`src/rtl/reg_bus_pkg.sv`:
```
// Shared FSM encoding and register map for the register bus master and its responders.
package reg_bus_pkg;

  typedef enum logic [2:0] {
    IDLE   = 3'd0,
    SETUP  = 3'd1,
    WRITE  = 3'd2,
    READ   = 3'd3,
    RWAIT  = 3'd4,
    VERIFY = 3'd5,
    DONE   = 3'd6
  } state_e;

  localparam logic [7:0] REG_TRACE   = 8'h00;
  localparam logic [7:0] REG_VERSION = 8'h01;
  localparam logic [7:0] REG_SCRATCH = 8'h42;
  localparam int         TRACE_LEN   = 8;

endpackage

```
`src/rtl/reg_bus_rd_pipe.sv`:
```
// Read-latency delay line: delays the reg_read strobe by pREAD_LATENCY cycles so the
// master knows exactly when read_data from the responder is valid.
module reg_bus_rd_pipe #(
  parameter int pREAD_LATENCY = 1
) (
  input  logic clk_i,
  input  logic reset_i,
  input  logic strobe_i,
  output logic valid_o
);

  logic [pREAD_LATENCY-1:0] pipe_q;

  always_ff @(posedge clk_i) begin
    if (reset_i) begin
      pipe_q <= '0;
    end else begin
      pipe_q[0] <= strobe_i;
      for (int i = 1; i < pREAD_LATENCY; i++) begin
        pipe_q[i] <= pipe_q[i-1];
      end
    end
  end

  assign valid_o = pipe_q[pREAD_LATENCY-1];

endmodule

```
`src/rtl/reg_bus_master.sv`:
```
// Command-driven register bus master: turns read/write burst commands into reg_* strobes.
// Optional write read-back check is compiled in with REG_MASTER_WRVERIFY_EN.
module reg_bus_master
  import reg_bus_pkg::*;
#(
  parameter int pBYTECNT_SIZE = 7,
  parameter int pREAD_LATENCY = 1
) (
  input  logic                     usb_clk,
  input  logic                     reset_i,
  input  logic                     cmd_valid,
  output logic                     cmd_ready,
  input  logic                     cmd_write,
  input  logic                     cmd_verify,
  input  logic [7:0]               cmd_addr,
  input  logic [pBYTECNT_SIZE-1:0] cmd_len,
  input  logic                     wr_valid,
  output logic                     wr_ready,
  input  logic [7:0]               wr_data,
  output logic                     rd_valid,
  input  logic                     rd_ready,
  output logic [7:0]               rd_data,
  output logic                     done,
  output logic                     verify_err,
  output logic [7:0]               reg_address,
  output logic [pBYTECNT_SIZE-1:0] reg_bytecnt,
  output logic                     reg_addrvalid,
  output logic                     reg_read,
  output logic                     reg_write,
  output logic [7:0]               write_data,
  input  logic [7:0]               read_data
);

  state_e                   state_q;
  logic                     cmdReady_q;
  logic                     wrReady_q;
  logic                     rdValid_q;
  logic [7:0]               rdData_q;
  logic                     done_q;
  logic                     addrValid_q;
  logic [7:0]               address_q;
  logic [pBYTECNT_SIZE-1:0] bytecnt_q;
  logic [pBYTECNT_SIZE-1:0] lastIdx_q;
  logic                     read_q;
  logic                     write_q;
  logic                     verify_q;
  logic                     pipeValid;
  logic                     verifyReq;
  logic                     lastByte;

  reg_bus_rd_pipe #(
    .pREAD_LATENCY(pREAD_LATENCY)
  ) u_rd_pipe (
    .clk_i   (usb_clk),
    .reset_i (reset_i),
    .strobe_i(read_q),
    .valid_o (pipeValid)
  );

  assign lastByte = (bytecnt_q == lastIdx_q);

`ifdef REG_MASTER_WRVERIFY_EN
  logic [7:0] wrCopy_q [0:(1<<pBYTECNT_SIZE)-1];
  logic       verifyErr_q;

  assign verifyReq = cmd_verify;

  always_ff @(posedge usb_clk) begin
    if (reg_write) begin
      wrCopy_q[bytecnt_q] <= wr_data;
    end
  end

  // Sticky across commands; only reset or the next accepted verify command clears it.
  always_ff @(posedge usb_clk) begin
    if (reset_i) begin
      verifyErr_q <= 1'b0;
    end else if (cmd_valid && cmdReady_q && cmd_verify) begin
      verifyErr_q <= 1'b0;
    end else if (state_q == RWAIT && write_q && pipeValid &&
                 read_data != wrCopy_q[bytecnt_q]) begin
      verifyErr_q <= 1'b1;
    end
  end

  assign verify_err = verifyErr_q;
`else
  logic unusedVerify;

  assign verifyReq    = 1'b0;
  assign unusedVerify = cmd_verify;
  assign verify_err   = 1'b0;
`endif

  // A read in RWAIT belongs to a verify pass when the command was a write.
  always_ff @(posedge usb_clk) begin
    if (reset_i) begin
      state_q     <= IDLE;
      cmdReady_q  <= 1'b1;
      wrReady_q   <= 1'b0;
      rdValid_q   <= 1'b0;
      rdData_q    <= '0;
      done_q      <= 1'b0;
      addrValid_q <= 1'b0;
      address_q   <= '0;
      bytecnt_q   <= '0;
      lastIdx_q   <= '0;
      read_q      <= 1'b0;
      write_q     <= 1'b0;
      verify_q    <= 1'b0;
    end else begin
      done_q <= 1'b0;
      unique case (state_q)
        IDLE: begin
          if (cmd_valid && cmdReady_q) begin
            cmdReady_q <= 1'b0;
            write_q    <= cmd_write;
            verify_q   <= verifyReq & cmd_write;
            lastIdx_q  <= cmd_len - 1'b1;
            address_q  <= cmd_addr;
            bytecnt_q  <= '0;
            if (cmd_len == '0) begin
              state_q <= DONE;
              done_q  <= 1'b1;
            end else begin
              state_q     <= SETUP;
              addrValid_q <= 1'b1;
            end
          end
        end
        SETUP: begin
          if (write_q) begin
            state_q   <= WRITE;
            wrReady_q <= 1'b1;
          end else begin
            state_q <= READ;
            read_q  <= 1'b1;
          end
        end
        WRITE: begin
          if (reg_write) begin
            if (lastByte) begin
              wrReady_q <= 1'b0;
              if (verify_q) begin
                state_q   <= VERIFY;
                bytecnt_q <= '0;
                read_q    <= 1'b1;
              end else begin
                state_q     <= DONE;
                done_q      <= 1'b1;
                addrValid_q <= 1'b0;
              end
            end else begin
              bytecnt_q <= bytecnt_q + 1'b1;
            end
          end
        end
        READ: begin
          if (read_q) begin
            read_q  <= 1'b0;
            state_q <= RWAIT;
          end else if (rd_ready) begin
            rdValid_q <= 1'b0;
            if (lastByte) begin
              state_q     <= DONE;
              done_q      <= 1'b1;
              addrValid_q <= 1'b0;
            end else begin
              bytecnt_q <= bytecnt_q + 1'b1;
              read_q    <= 1'b1;
            end
          end
        end
        VERIFY: begin
          read_q  <= 1'b0;
          state_q <= RWAIT;
        end
        RWAIT: begin
          if (pipeValid) begin
            if (write_q) begin
              if (lastByte) begin
                state_q     <= DONE;
                done_q      <= 1'b1;
                addrValid_q <= 1'b0;
              end else begin
                state_q   <= VERIFY;
                bytecnt_q <= bytecnt_q + 1'b1;
                read_q    <= 1'b1;
              end
            end else begin
              rdData_q  <= read_data;
              rdValid_q <= 1'b1;
              state_q   <= READ;
            end
          end
        end
        DONE: begin
          addrValid_q <= 1'b0;
          cmdReady_q  <= 1'b1;
          state_q     <= IDLE;
        end
        default: state_q <= IDLE;
      endcase
    end
  end

  assign cmd_ready     = cmdReady_q;
  assign wr_ready      = wrReady_q;
  assign rd_valid      = rdValid_q;
  assign rd_data       = rdData_q;
  assign done          = done_q;
  assign reg_address   = address_q;
  assign reg_bytecnt   = bytecnt_q;
  assign reg_addrvalid = addrValid_q;
  assign reg_read      = read_q;
  assign reg_write     = wrReady_q & wr_valid;
  assign write_data    = wr_data;

endmodule
```
`config.mk`:
```
export PLATFORM = sky130hd
export DESIGN_NAME = reg_bus_master
export DESIGN_NICKNAME = d
export VERILOG_FILES = /design/src/rtl/reg_bus_pkg.sv /design/src/rtl/reg_bus_rd_pipe.sv /design/src/rtl/reg_bus_master.sv
export SDC_FILE = /design/constraint.sdc
export NUM_CORES = 1
export LEC_CHECK = 0
export BUFFER_PORTS_ARGS = -buffer_cell sky130_fd_sc_hd__buf_2
export CAP_MARGIN = 15
export CORE_MARGIN = 2
export CORE_UTILIZATION = 50
export DETAILED_ROUTE_END_ITERATION = 7
export GPL_TIMING_DRIVEN = 0
export PLACE_DENSITY = 0.8
export SYNTH_ARGS = -nofsm -noshare
export SYNTH_HDL_FRONTEND = slang
export SYNTH_SLANG_ARGS = --single-unit
```
`constraint.sdc`:
```
create_clock -name usb_clk -period 2.4 [get_ports usb_clk]
set_input_delay 0.36 -clock usb_clk [delete_from_list [all_inputs] [get_ports usb_clk]]
set_output_delay 0.36 -clock usb_clk [all_outputs]
set_load 0.02 [all_outputs]
```
==> results of run 1 <==
area by class of cell:
type                    count  area [sq um]
multi-input cells         197          1250
repair buffers             66           330
plain buffers              23           150
flip-flops and latches     41           821
well taps                  52          65.1
clock inverters             1          8.76
clock buffers               6          72.6
inverters                   5          18.8
fillers                   413          1610
per-layer routing:
metal / wire, um / GRT usage (%)
met4: 57 / 7.13
met2: 2610 / 36.6
met5: 0 / 0
met1: 2480 / 31.2
met3: 448 / 4.13
cell families (layout without fill, tap and decap cells):
kind of cell / Yosys count / after routing / synth area share, %
buffers and inverters: 28 / 101 / 7.55
other: 1 / 1 / 0.168
AOI/OAI and AO/OA: 59 / 59 / 17.9
xor gates and xnor gates: 11 / 11 / 4.31
adders and majority gates: 2 / 2 / 1.12
DFF: 41 / 41 / 36.7
muxes: 16 / 16 / 7.22
and+or+nand+nor: 108 / 108 / 25.0
flip-flops by register name, indices dropped and copies added (netlist names):
register	cells
rd_valid	1
write_q	1
cmd_ready	1
wr_ready	1
lastIdx_q	7
rd_data	8
reg_address	8
reg_addrvalid	1
u_rd_pipe.valid_o	1
done	1
reg_bytecnt	7
state_q	3
reg_read	1
worst register-to-register path, cell delays in order, from the launching register on:
cell	delay, ns
dfxtp_1	0.46
xnor2_1	0.17
nand4_1	0.21
o31ai_2	0.51
a21oi_1	0.21
mux2i_1	0.15
synth_stat cells, types with 2 or more instances:
library cell  count
a311oi_1          2
nand2b_1          3
a21oi_1          18
and3_1            4
nand3_1          11
xor2_1            2
and4_1            2
buf_2             6
a21o_1            2
mux2i_1          15
inv_1             5
o21ai_0           6
clkbuf_1          5
buf_6             3
nor2_1           24
ha_1              2
nand2_1          34
nor2b_1           4
and2b_2           2
a31oi_1           4
xnor2_1           9
a211oi_1          9
dfxtp_1          41
buf_4             9
o211ai_1          3
nor3_1            2
or3_1             7
power groups by stage:
| stage | Sequential [mW] | Clock [mW] | Combinational [mW] |
|---|---|---|---|
| 2_1_floorplan | 0.892 | 0 | 0.656 |
| 3_3_place_gp | 0.852 | 0 | 0.938 |
| 3_5_place_dp | 0.856 | 0 | 0.944 |
| 4_1_cts | 0.840 | 0.449 | 0.948 |
| 5_1_grt | 0.854 | 0.470 | 1.05 |
| 6_report | 0.842 | 0.436 | 0.956 |
path summary, 6_finish.rpt:
kind                               start                     endpoint  cells past startpoint
max                           cmd_len[0]   reg_addrvalid$_SDFFE_PP0P_                      8
min                           cmd_len[0]    lastIdx_q[0]$_SDFFE_PP0P_                      2
max reg2reg  reg_bytecnt[2]$_SDFFE_PP0P_  reg_bytecnt[0]$_SDFFE_PP0P_                      5
min reg2reg  reg_address[6]$_SDFFE_PP0P_  reg_address[6]$_SDFFE_PP0P_                      2
==> results.yml, run 1 <==
synthesis:
  ys_warn_count: 0
  avgSynthCellArea_sq_um: 8.41
  synth_cell_type_count: 59
  yosys.area.top_type: "dfxtp_1"
  seq_area_frac_synth_pct: 36.7
  synth_edf_count: 0
  ys.flop_type: "dfxtp_1"
  syn-num-nets: 306
  synth_top_area_share_pct: 36.7
  synth_seq_cells: 41
  async_flop_share_pct: 0
  synth_area_leaders: "dfxtp_1 37%, mux2i_1 6.7%, nand2_1 5.7%, a21oi_1 4.0%, nor2_1 4.0%"
  post_synth_inst_count: 266
  netlist_area_sq_um: 2240
finish:
  final_util_pct: 62.7
  final_cells: 391
  antenna_cells: 0
  syn_to_final_growth_pct: 21.3
  final_area_sq_um: 2710
  drive_gt1_share_pct: 31.3
  nNetsFinal: 379
  final_cell_mix: "72 x buf_2, 41 x dfxtp_1, 34 x nand2_1, 24 x nor2_1, 18 x a21oi_1"
  layout_commonest_cell: "buf_2"
setup_path:
  critPathLaunchType: "input pin"
  crit_slowest_cell: "nor4b_1"
  crit_buf_inv: 2
  crit_top_cell: "o211ai_1"
  crit_type: "in2reg"
  critPathMaxStageDelay_ns: 0.41
  path_cells: "buf_2, inv_1, ha_1, or3b_4, nor4b_1, o211ai_1, o211ai_1, mux2_2"
  worstPathMaxFanout: 3
  rrSetupSlack_ns: 0.58
  required_ns: 2.58
  end_kind: "register"
  critPathTopFamily: "simple AND/OR/NAND/NOR gates"
  cp.arrival_ns: 2.22
pwr:
  switching_share_pct: 40.2
  ir_drop_mv: 0.468
  pwr-share-comb_pct: 42.8
  switchingPower_uw: 899
  clkPwrFrac_pct: 19.5
  seq_power_share_pct: 37.7
  power_mw: 2.23
  p_int_mw: 1.34
  p_leak_nw: 1.24
  power_density_nw_per_um2: 824
placement:
  place.gp.congestion: 0.944
  place_hpwl_um: 4210
  io_buffers: 66
  dp_slack_ns: 0.0744
  dp_cells: 384
  place_area_sq_um: 2630
timing:
  fin_crit_sh_pct: 85.2
  hold_viol: 0
  fin_hold_ws_ns: 0.275
  fmax_mhz: 489
  clock_skew_ns: 0.00670
  slew_viol_final: 0
  final-setup-viol-count: 0
  fin_crit_ns: 2.04
  tns_ns: 0
  worst_slack_ns: 0.356
  maxSlewHeadroom_pct: 62.8
  worst_slew_pin_slew_ns: 0.558
  rsz0062_at_grt: "no"
job:
  cap_violations: 0
clocking:
  cts_setup_buffers: 0
  clock_sinks: 41
  insertion_delay_ns: 0.29
  cts_resized: 0
  htreeDepth: 2
  cts_max_path_buffers: 2
  cts_tree: "done"
  cts_buffers: 5
  holdBufCountCts: 0
  cts_root_buf: "clkbuf_8"
  clk_pin_slew_ns: 0.07
global_route:
  antenna_found_initial: 0
  grt_overflow: 0
  groute.usage.overall_pct: 22.7
  first_global_vias: 1997
  grt_pass1_wl_um: 9150
  grt_max_degree: 13
routing:
  first_pass_iters: 5
  wl_per_cell_um: 14.3
  via_per_inst: 5.57
  drc: 0
  via_count: 2178
  drt-total-wl_um: 5590
  drtIter0Drc: 261
  ant_nets: 0
floorplanning:
  ios: 77
  coreArea_sq_um: 4320
  row_count: 24
  die_x_um: 70.9
  die_y_um: 70.9
  initial_core_util_pct: 51.7
  die-area_sq_um: 5020
outcome:
  outcome: "complete, no violations"
hold_path:
  hold_class: "in2reg"
Power figures use the tool's default switching activity.
==> inputs of run 2 (changes only) <==
REMOVE_ABC_BUFFERS = 1   (was not set)
==> run 2 against run 1 <==
  * Utilization shrank 2.7 points
  * Power grew 4.6%
  * Cell count shrank 7.2%
  * Register-to-register slack lost 0.35 ns
  * Clock power grew 35%
  * Clock skew grew 0.0035 ns
==> results.yml, run 2 (synthesized netlist as in run 1, its figures left out) <==
outcome:
  outcome: "complete, no violations"
placement:
  dp_cells: 355
  place_hpwl_um: 3870
  dp_slack_ns: 0.0146
  place.gp.congestion: 0.953
  io_buffers: 58
global_route:
  grt_pass1_wl_um: 8800
  first_global_vias: 1948
  grt_max_degree: 46
  antenna_found_initial: 0
  grt_overflow: 0
  groute.usage.overall_pct: 21.7
routing:
  via_count: 2102
  ant_nets: 0
  first_pass_iters: 6
  drtIter0Drc: 213
  via_per_inst: 5.79
  wl_per_cell_um: 14.8
  drc: 0
  drt-total-wl_um: 5360
clocking:
  cts_tree: "done"
  htreeDepth: 2
  cts_max_path_buffers: 2
  cts_root_buf: "clkbuf_8"
  cts_buffers: 5
  clock_sinks: 41
  insertion_delay_ns: 0.30
  clk_pin_slew_ns: 0.09
finish:
  antenna_cells: 0
  syn_to_final_growth_pct: 16.1
  final_cell_mix: "58 x buf_2, 41 x dfxtp_1, 34 x nand2_1, 24 x nor2_1, 18 x a21oi_1"
  layout_commonest_cell: "buf_2"
  fillCellCount: 404
  final_util_pct: 60.0
  drive_gt1_share_pct: 27.3
  nNetsFinal: 350
  final_cells: 363
floorplanning:
  die_y_um: 70.9
  die_x_um: 70.9
  coreArea_sq_um: 4320
  ios: 77
  initial_core_util_pct: 51.7
  row_count: 24
  die-area_sq_um: 5020
hold_path:
  hold_class: "in2reg"
setup_path:
  crit_buf_inv: 1
  end_kind: "register"
  critPathMaxStageDelay_ns: 0.71
  required_ns: 2.56
  cp.arrival_ns: 2.33
  critPathTopFamily: "simple AND/OR/NAND/NOR gates"
  critPathLaunchType: "register"
  crit_slowest_cell: "dfxtp_1"
  worstPathMaxFanout: 17
  crit_top_cell: "nor2_1"
  crit_type: "reg2reg"
  path_cells: "inv_1, nor2_1, nand3_1, mux2i_1, nor2_1"
timing:
  fin_crit_sh_pct: 90.6
  slew_viol_final: 0
  clock_skew_ns: 0.0102
  worst_slew_pin_slew_ns: 0.760
  maxSlewHeadroom_pct: 49.3
  hold_viol: 0
  fin_hold_ws_ns: 0.267
  fin_crit_ns: 2.17
  worst_slack_ns: 0.226
  fmax_mhz: 460
  rsz0062_at_grt: "no"
  final-setup-viol-count: 0
job:
  cap_violations: 0
pwr:
  p_int_mw: 1.44
  power_density_nw_per_um2: 901
  p_leak_nw: 1.15
  seq_power_share_pct: 38.8
  switchingPower_uw: 892
  switching_share_pct: 38.2
  clkPwrFrac_pct: 25.2
  pwr-share-comb_pct: 36.0
  power_mw: 2.34
  ir_drop_mv: 0.569
==> run 2: changes by cell type in the layout (fill, tap and decap cells not counted), sizes merged <==
cell	delta
buf	-24
clkinv	-1
bufinv	+1
clkbuf	-5
clkinvlp	+1
==> run 2: per-layer routing <==
| layer | part of all wire (%) | GRT usage (%) |
|---|---|---|
| met5 | 0 | 0 |
| met4 | 2.1 | 8.39 |
| met3 | 7.9 | 5.70 |
| met2 | 48 | 35.0 |
| met1 | 42 | 27.8 |
==> run 2: what timing repair did <==
| item | CTS | global route |
|---|---|---|
| hold buffers | 0 | 0 |
| endpoints found under the setup margin | 0 | 10 |
| gates resized for setup | 0 | 1 |
| buffers inserted | 0 | 0 |
==> run 2: power groups by stage <==
stage               clock [mW]  combinational, mW  sequential [mW]
finish                   0.590              0.841            0.906
global route             0.625              0.931            0.923
CTS                      0.598              0.830            0.898
detailed placement           0              0.821            0.914
global placement             0              0.791            0.909
floorplan                    0              0.552            0.933
==> run 2: worst paths after layout <==
check                                 to  cells after the start  slack (ns)                   startpoint
min            lastIdx_q[0]$_SDFFE_PP0P_                      2        0.27                   cmd_len[0]
min reg2reg  reg_address[7]$_SDFFE_PP0P_                      2        0.46  reg_address[7]$_SDFFE_PP0P_
max reg2reg      rd_data[0]$_SDFFE_PP0P_                      5        0.23      state_q[2]$_SDFFE_PP0P_
max              rd_data[0]$_SDFFE_PP0P_                      5        0.23      state_q[2]$_SDFFE_PP0P_
==> run 2: worst reg2reg max path: stages (launching register included) <==
cell     delay (ns)
dfxtp_1        0.71
inv_1          0.28
nor2_1         0.23
nand3_1        0.44
mux2i_1        0.31
nor2_1         0.06
==> run 2: through the flow <==
step	setup TNS [ns]	instance area, sq um
3_3_place_gp	-40.59	2440
2_1_floorplan	-13.33	2090
5_1_grt	0	2590
3_5_place_dp	0	2470
6_report	0	2590
4_1_cts	0	2590
==> run 2: cell type report <==
type	instances	area [sq um]	share of cell area (%)
clock buffer	6	82.6	3.18
clock inverter	2	37.5	1.45
inverter	5	18.8	0.723
multi-input combinational	197	1260	48.6
sequential	41	821	31.6
tap	52	65.1	2.51
timing repair buffer	60	309	11.9
